[src/rtl/counter_ctrl_pkg.sv]
// Shared types and constants for the counter command sequencer.
// Command opcodes, FSM states and the default counter geometry.
package counter_ctrl_pkg;

    localparam int CNT_W_DEF  = 4;
    localparam int STEP_W_DEF = 8;

    localparam logic [CNT_W_DEF-1:0] CNT_MAX = '1;

    typedef enum logic [1:0] {
        OP_NOP  = 2'b00,
        OP_LOAD = 2'b01,
        OP_UP   = 2'b10,
        OP_DOWN = 2'b11
    } op_e;

    typedef enum logic [1:0] {
        S_IDLE = 2'b00,
        S_LOAD = 2'b01,
        S_RUN  = 2'b10,
        S_DONE = 2'b11
    } state_e;

endpackage

[src/rtl/counter_ctrl_steps.sv]
// Remaining-steps down-counter for the RUN phase of counter_ctrl.
// Loaded on command accept, decremented once per enabled cycle; 'last' flags the final step.
module counter_ctrl_steps #(
    parameter int STEP_W = 8
) (
    input  logic              clk,
    input  logic              reset,
    input  logic              load,
    input  logic [STEP_W-1:0] load_val,
    input  logic              dec,
    output logic              last
);

    logic [STEP_W-1:0] remaining;

    always_ff @(posedge clk) begin
        if (reset) begin
            remaining <= '0;
        end else if (load) begin
            remaining <= load_val;
        end else if (dec && (remaining != '0)) begin
            remaining <= remaining - 1'b1;
        end
    end

    assign last = (remaining == STEP_W'(1));

endmodule

[src/rtl/counter_ctrl.sv]
// Command sequencer driving the load/enable/direction controls of an up/down counter.
// Optional build macro CNT_CTRL_SAT_EN: stop at the counter boundary instead of wrapping.
module counter_ctrl
    import counter_ctrl_pkg::*;
#(
    parameter int CNT_W  = CNT_W_DEF,
    parameter int STEP_W = STEP_W_DEF
) (
    input  logic              clk,
    input  logic              reset,
    input  logic              cmd_valid,
    output logic              cmd_ready,
    input  logic [1:0]        cmd_op,
    input  logic [CNT_W-1:0]  cmd_data,
    input  logic [STEP_W-1:0] cmd_steps,
    output logic              cnt_load,
    output logic              cnt_en,
    output logic              cnt_up,
    output logic [CNT_W-1:0]  cnt_din,
    input  logic [CNT_W-1:0]  cnt_q,
    output logic              busy,
    output logic              done,
    output logic              wrap,
    output logic              sat
);

    state_e           state_q;
    state_e           state_d;
    op_e              op;
    logic             accept;
    logic             cnt_up_q;
    logic [CNT_W-1:0] din_q;
    logic             boundary;
    logic             block;
    logic             last_step;

    assign op       = op_e'(cmd_op);
    assign accept   = cmd_valid && (state_q == S_IDLE);
    // The next enabled step would cross the top (counting up) or bottom (counting down).
    assign boundary = cnt_up_q ? (cnt_q == {CNT_W{1'b1}}) : (cnt_q == '0);

`ifdef CNT_CTRL_SAT_EN
    assign block = (state_q == S_RUN) && boundary;
`else
    assign block = 1'b0;
`endif

    always_ff @(posedge clk) begin
        // NOTE: every flop is written with <= so all registers update from pre-edge values.
        if (reset) begin
            state_q <= S_IDLE;
        end else begin
            state_q <= state_d;
        end
    end

    always_comb begin
        // NOTE: default assignment first, so no path through the case leaves state_d unassigned (no latch).
        state_d = state_q;
        unique case (state_q)
            S_IDLE: begin
                if (accept) begin
                    unique case (op)
                        OP_LOAD:        state_d = S_LOAD;
                        OP_UP, OP_DOWN: state_d = (cmd_steps != '0) ? S_RUN : S_DONE;
                        default:        state_d = S_DONE;
                    endcase
                end
            end
            S_LOAD:  state_d = S_DONE;
            S_RUN:   state_d = (block || last_step) ? S_DONE : S_RUN;
            S_DONE:  state_d = S_IDLE;
            default: state_d = S_IDLE;
        endcase
    end

    always_comb begin
        cmd_ready = (state_q == S_IDLE);
        busy      = (state_q != S_IDLE);
        cnt_load  = (state_q == S_LOAD);
        cnt_en    = (state_q == S_RUN) && !block;
        done      = (state_q == S_DONE);
    end

    always_ff @(posedge clk) begin
        if (reset) begin
            cnt_up_q <= 1'b0;
            din_q    <= '0;
        end else if (accept) begin
            cnt_up_q <= (op == OP_UP);
            if (op == OP_LOAD) begin
                din_q <= cmd_data;
            end
        end
    end

    assign cnt_up  = cnt_up_q;
    assign cnt_din = din_q;

    // A blocked step reloads zero so leftover steps never leak into the next command.
    counter_ctrl_steps #(
        .STEP_W (STEP_W)
    ) u_steps (
        .clk      (clk),
        .reset    (reset),
        .load     (accept || block),
        .load_val (block ? '0 : cmd_steps),
        .dec      (cnt_en),
        .last     (last_step)
    );

`ifdef CNT_CTRL_SAT_EN
    logic sat_q;

    always_ff @(posedge clk) begin
        if (reset) begin
            sat_q <= 1'b0;
        end else if (accept) begin
            sat_q <= 1'b0;
        end else if (block) begin
            sat_q <= 1'b1;
        end
    end

    assign sat  = (state_q == S_DONE) && sat_q;
    assign wrap = 1'b0;
`else
    logic wrap_q;

    always_ff @(posedge clk) begin
        if (reset) begin
            wrap_q <= 1'b0;
        end else begin
            wrap_q <= cnt_en && boundary;
        end
    end

    assign wrap = wrap_q;
    assign sat  = 1'b0;
`endif

endmodule

[config.mk]
export PLATFORM = sky130hd
export DESIGN_NAME = counter_ctrl
export DESIGN_NICKNAME = d
export VERILOG_FILES = /design/src/rtl/counter_ctrl_pkg.sv /design/src/rtl/counter_ctrl_steps.sv /design/src/rtl/counter_ctrl.sv
export SDC_FILE = /design/constraint.sdc
export NUM_CORES = 1
export LEC_CHECK = 0
export ABC_AREA = 1
export CAP_MARGIN = 30
export CORE_UTILIZATION = 35
export CTS_CLUSTER_DIAMETER = 120
export DETAILED_ROUTE_END_ITERATION = 8
export GPL_TIMING_DRIVEN = 0
export PLACE_DENSITY = 0.76
export SLEW_MARGIN = 20
export SYNTH_ARGS = -nofsm -noshare
export SYNTH_HDL_FRONTEND = slang
export SYNTH_SLANG_ARGS = --single-unit
[constraint.sdc]
create_clock -name clk -period 1.3 [get_ports clk]
set_input_delay 0.195 -clock clk [delete_from_list [all_inputs] [get_ports clk]]
set_output_delay 0.195 -clock clk [all_outputs]
set_load 0.02 [all_outputs]
Word-level counts from Yosys, hierarchy flattened:

Cells that the tools add are included.

* register bits: 16
* bits of input ports: 21
* output and inout port bits: 12
* logic and storage cells: 34

* $add $sub $neg: 1
* equality and inequality tests: 9
* multiplexer cells: 8
* reduce and logical (&&, ||, !) cells: 11

Operators by type and width (number)
* 8-bit two-way mux: 2
* 8-bit nonzero test: 2
* 2-bit equality test, second input constant: 4
* 8-bit by 1-bit equality test with 1-bit output, second input constant: 1
* 2-bit one-hot mux with 4 select lines: 1
* 8-bit by 1-bit subtractor with 8-bit output, second input constant: 1
* 2-bit by 1-bit equality test with 1-bit output, second input constant: 2
* 4-bit equality test, second input constant: 1
* 4-bit logical NOT: 1
* 2-bit one-hot mux with 2 select lines: 1
* 2-bit nonzero test: 2
* 1-bit logical AND: 3
* 1-bit two-way mux: 3
* 2-bit logical NOT: 1
* 2-bit two-way mux: 1
* 2-bit by 1-bit inequality test with 1-bit output, second input constant: 1
* 2-bit AND reduction: 1
* 2-bit OR reduction: 1

Logic depth before layout (Yosys ltp):

* word-level depth: 5
* mapped depth: 10
* mapped depth without buffers: 10

Modules after synthesis:

A second synthesis with hierarchy kept.

* cells, all modules: 172
* area, all modules: 1109.8 um^2

Modules (own cells, without submodules)
* counter_ctrl_steps: times used 1, cells each 107, area each 653.1 um^2, sequential area each 160.2 um^2
* counter_ctrl: times used 1, cells each 65, area each 456.7 um^2, sequential area each 160.2 um^2

Least setup slack after synthesis:

OpenSTA, ideal clock, no wires.

* path kind: register -> register
* start point: register state_q[0]
* end point: register state_q[1]
* library setup time: 0.124 ns
* data arrival time: 1.373 ns
* data required time: 1.176 ns
* slack: -0.197 ns
* stages on the path, launching flop included: 7
* path buffers: 0
* period minus slack after synthesis: 1.497 ns
* path through: dfxtp_1 > inv_1 > ha_1 > inv_1 > or2_2 > o21ai_0 > a31oi_1

* cells in the longest elaborated chain, start to end: 3
* elaborated cells on any way between the ends: 7
* those cells by class: eq/ne: 4; mux: 1; reduce/logical: 2

RTL lines
* from (decl): RTL line counter_ctrl.sv:27 `state_e state_q;`
* from (signal assigned): RTL line counter_ctrl.sv:53 `state_q <= state_d;`
* 2-bit logical NOT (*)
* named net cmd_ready: RTL line counter_ctrl.sv:12 `output logic cmd_ready,`
* 1-bit logical AND: RTL line counter_ctrl.sv:38 `assign accept = cmd_valid && (state_q == S_IDLE);`
* 2-bit by 1-bit inequality test with 1-bit output (no source line)

The timed path passes the listed nets; every way through them passes the cells marked *.
A chain may end at the register's enable or synchronous reset.

Final worst setup path:

* start point: register u_steps.remaining[1]
* end point: register u_steps.remaining[0]

* cells in the longest elaborated chain, start to end: 3

RTL lines
* from (decl): RTL line counter_ctrl_steps.sv:14 `logic [STEP_W-1:0] remaining;`
* from (signal assigned): RTL line counter_ctrl_steps.sv:20 `remaining <= load_val;`
* from (signal assigned): RTL line counter_ctrl_steps.sv:22 `remaining <= remaining - 1'b1;`
* 8-bit nonzero test: RTL line counter_ctrl_steps.sv:21 `end else if (dec && (remaining != '0)) begin`
* 1-bit logical AND: RTL line counter_ctrl_steps.sv:21
* 2-bit nonzero test (no source line)

No other way between the ends.

==> results_tabular.tex <==
\begin{tabular}{lr}
\hline
Metric & Value \\
\hline
\multicolumn{2}{l}{\textbf{Drt}} \\
Starting DRT DRC Count & 36 \\
Routed met1 length & 1290 um \\
Met3 Routed Length & 175 um \\
Routed length per instance & around 13 um \\
Total iterations of the first detailed-routing run & 6 \\
Via-per-instance ratio & 5.12 \\
Amount of wire on met2 after detailed routing & 1490 um \\
Drc violations & 0 \\
Detail Route Antenna Nets & 0 \\
Number of vias in the routed layout & around 1,200 \\
Highest routed layer & met4 \\
Post-Route WL & 2990 um \\
\multicolumn{2}{l}{\textbf{Setup path}} \\
Most Frequent Cell on Critical Path & sky130\_fd\_sc\_hd\_\_nand2\_4 \\
Gate family responsible for the most delay along the worst path & simple AND/OR/NAND/NOR gates \\
Cell with the largest stage delay on the worst path & sky130\_fd\_sc\_hd\_\_dfxtp\_4 \\
Flop-to-flop setup slack & -0.0007 ns \\
Origin of the critical flop-to-flop path & u\_steps.remaining[1] \\
FF-to-FF path depth & 9 \\
Classification of the worst setup path & flip-flop to flip-flop \\
Number of buffer and inverter instances along the worst setup path & 2 \\
Worst path max stage delay & between 0.3 and 0.4 ns \\
Ordered list of cells on the worst path & inv\_4, ha\_4, nand2\_4, inv\_4, nand2\_4, nand2\_4, nand2\_8, nor2\_1, nor3\_2 \\
R2r endpoint & u\_steps.remaining[0] \\
Critical path capture point type & flip-flop \\
Data arrival time of the worst path & 1.49 ns \\
Sort of element at the start of the critical path & flip-flop \\
Highest fanout seen on the critical path & 6 \\
Data required time of the worst path & about 1.5 ns \\
\multicolumn{2}{l}{\textbf{Die}} \\
Vertical die dimension & around 56 um \\
Effective utilization at floorplan & 37.2\% \\
I/O pin count & 33 \\
Die span in x & between 50 and 60 um \\
Cell row count & 19 \\
Standard cell core area & roughly 0.0028 mm\^{}2 \\
DIE AREA & 0.00318 mm\^{}2 \\
\multicolumn{2}{l}{\textbf{Power}} \\
Overall power consumption & 4.03 mW \\
Static Leakage & 0.770 nW \\
Worst ir drop on vdd & about 1.8 mV \\
Combinational fraction of design power & 68.5\% \\
Relative contribution of sequential cells to total power & 22.9\% \\
Fraction of power spent switching nets & 48.6\% \\
Clock network fraction of total power & approximately 8.6\% \\
Total power divided by cell area & about 2500 mW/mm\^{}2 \\
Internal Dissipation & $\sim$2.1 mW \\
Switching power summed over all nets & 1.96 mW \\
\multicolumn{2}{l}{\textbf{Finish}} \\
Diodes inserted & 0 \\
Cell area after layout & 0.00164 mm\^{}2 \\
Area Overhead vs Synth & 58.4\% \\
Sequential cell area in the final layout & approximately 340 um\^{}2 \\
Final-layout fill cell count & 243 \\
Proportion of layout cells with a drive suffix above 1 & 28.9\% \\
Final cell count without fillers & 235 \\
Area of the multi-input gates & 742 um\^{}2 \\
Fin util & 58.9\% \\
Number of nets at the end of the flow & 233 \\
\multicolumn{2}{l}{\textbf{Run status}} \\
Violated checks & negative setup slack \\
Outcome & finished with violations \\
\multicolumn{2}{l}{\textbf{Run}} \\
Max cap viols & 0 \\
\multicolumn{2}{l}{\textbf{Global route}} \\
Total GRT Usage & 17.2\% \\
Overflow after GRT & 0 \\
First-pass GRT wire length & 4360 um \\
Number of global-route vias before repair & 1,023 \\
Maximum number of pins on one net before global-route repair & 11 \\
Initial antenna violation count & 0 \\
\multicolumn{2}{l}{\textbf{STA}} \\
Worst hold slack across all endpoints & between 0.2 and 0.25 ns \\
Unrepaired setup endpoints after global routing & yes \\
Finish-stage setup viols & 1 \\
Final max-slew violation count & 0 \\
Post-Route Skew & 0.000747 ns \\
Final sum of negative setup slack & -0.000697 ns \\
Final-report hold violation count & 0 \\
Achievable Freq & 0.769 GHz \\
Final critical-path setup slack & -0.000697 ns \\
Clock period minus final worst setup slack & 1.30 ns \\
Crit share post-route & 100\% \\
\multicolumn{2}{l}{\textbf{Place}} \\
Cell Count Post-Placement & roughly 220 \\
Post-DP Area & approximately 0.0014 mm\^{}2 \\
Count of buffers from port buffering & 31 \\
HPWL Detailed & just under 2000 um \\
Final weighted congestion in routability-driven placement & 0.861 \\
Setup WS pre-CTS & -0.400 ns \\
\multicolumn{2}{l}{\textbf{Synthesis}} \\
Yosys Warn Count & 0 \\
Syn avg cell area & 6.51 um\^{}2 \\
Synth Cell Area & 0.00103 mm\^{}2 \\
Post-synth ARST share & 0\% \\
Post-Syn Nets & 187 \\
Library cell with the highest instance count after synthesis & sky130\_fd\_sc\_hd\_\_nor2\_1 \\
Post-synthesis instance total & approximately 160 \\
Count of flip-flops with a built-in enable after synthesis & 0 \\
Most used standard cells in the synthesized netlist & sky130\_fd\_sc\_hd\_\_nor2\_1 (36), sky130\_fd\_sc\_hd\_\_nand2\_1 (28), sky130\_fd\_sc\_hd\_\_inv\_1 (17), sky130\_fd\_sc\_hd\_\_dfxtp\_1 (16), sky130\_fd\_sc\_hd\_\_nand3\_1 (14) \\
Library cell occupying the most area in the post-synthesis netlist & sky130\_fd\_sc\_hd\_\_dfxtp\_1 \\
Area fraction of the dominant cell type after synthesis & 31.0\% \\
Ys flop type & sky130\_fd\_sc\_hd\_\_dfxtp\_1 \\
Cell types with the largest area share after synthesis & sky130\_fd\_sc\_hd\_\_dfxtp\_1 (31\%), sky130\_fd\_sc\_hd\_\_nor2\_1 (13\%), sky130\_fd\_sc\_hd\_\_nand2\_1 (10\%) \\
Share of the yosys chip area belonging to registers & 31.0\% \\
Register bit count reported by yosys & 16 \\
Unique masters post-synth & 26 \\
\multicolumn{2}{l}{\textbf{Hold path}} \\
HP Start & reset \\
HP Class & input pin to flip-flop \\
Number of cells on the worst hold path & 2 \\
Endpoint of the worst hold-timing path & u\_steps.remaining[3] \\
\multicolumn{2}{l}{\textbf{CTS}} \\
Clock latency reported for the late side of the worst-skew pair & around 0.3 ns \\
Max Root-Sink Buffers & 2 \\
\# H-tree levels & 1 \\
Clock-pin slew reported for the worst setup and hold paths after clock tree synthesis & 0.10 ns \\
CTS tree & built \\
Root Buffer & sky130\_fd\_sc\_hd\_\_clkbuf\_4 \\
TritonCTS Sinks & 16 \\
Clock buffers created by TritonCTS & 3 \\
\hline
\end{tabular}
[worst reg2reg max path, cell delays in order, from the launching register on]
cell	delay (ns)
sky130_fd_sc_hd__dfxtp_4	0.37
sky130_fd_sc_hd__inv_4	0.07
sky130_fd_sc_hd__ha_4	0.17
sky130_fd_sc_hd__nand2_4	0.07
sky130_fd_sc_hd__inv_4	0.06
sky130_fd_sc_hd__nand2_4	0.06
sky130_fd_sc_hd__nand2_4	0.12
sky130_fd_sc_hd__nand2_8	0.08
sky130_fd_sc_hd__nor2_1	0.14
sky130_fd_sc_hd__nor3_2	0.05
[power groups by stage]
stage	combinational, mW	sequential [mW]	clock [mW]
after global placement	2.00	0.827	0
after detailed placement	2.04	0.833	0
final	2.76	0.923	0.348
after global routing	2.97	0.954	0.377
after floorplan	1.52	0.810	0
after CTS	2.20	0.879	0.349
[sequential cells by signal (all words and copies together), names as in the netlist]
signal / count
cnt_din: 4
cnt_up: 1
state_q: 2
u_steps.remaining: 8
wrap: 1
[metal layers]
| metal | global-route usage [%] | up-vias |
|---|---|---|
| met3 | 3.92 | 4 |
| met2 | 29.4 | 44 |
| li1 | - | 604 |
| met1 | 21.8 | 552 |
| met4 | 4.18 | 0 |
| met5 | 0 | - |
[how the worst max path moves through the flow]
stage                         startpoint                    to  slack (ns)  depth (start not counted)
floorplan                     state_q[1]            state_q[1]     -0.0007                          6
global placement                   reset  u_steps.remaining[2]       -0.34                          5
detailed placement                 reset  u_steps.remaining[2]       -0.40                          5
CTS                           state_q[0]                cnt_en       0.003                          3
global route        u_steps.remaining[1]  u_steps.remaining[3]       -0.05                         10
finish              u_steps.remaining[1]  u_steps.remaining[0]     -0.0007                          9
[what timing repair did]
item	CTS	global route
pin swaps	1	10
resized for setup	51	32
hold buffers	0	0
cloned	0	0
setup endpoints to repair	25	18
setup buffers	1	9
[area by class of cell]
class / instances / area share [%]
plain buffers: 3 / 1.45
clock buffers: 4 / 2.21
inverters: 19 / 5.42
multi-input cells: 121 / 45.3
flip-flops and latches: 16 / 20.5
well taps: 31 / 2.37
repair buffers: 41 / 22.7
[cells in the final DEF, fill, tap and decap left out, drive strengths merged]
master	instances
o21ai	13
clkbuf	5
a21oi	4
nor3b	1
dfxtp	16
a31oi	1
nand2	32
clkdlybuf4s50	19
nor2	37
dlymetal6s2s	1
nand4	5
nand3	14
xor2	1
conb	1
buf	17
ha	7
inv	19
o21bai	1
nor3	2
nor4	1
or2	1
dlygate4sd2	6
[kinds of logic (layout without fill, tap and decap cells)]
kind of cell / Yosys count / count (layout) / synth area share, %
DFF: 16 / 16 / 31.0
adders and majority gates: 7 / 7 / 8.46
xor gates and xnor gates: 1 / 1 / 0.847
and+or+nand+nor: 93 / 93 / 40.9
buffers and inverters: 22 / 67 / 8.58
other: 1 / 1 / 0.362
AOI/OAI and AO/OA: 19 / 19 / 9.92
(Power assumes the default switching activity.)
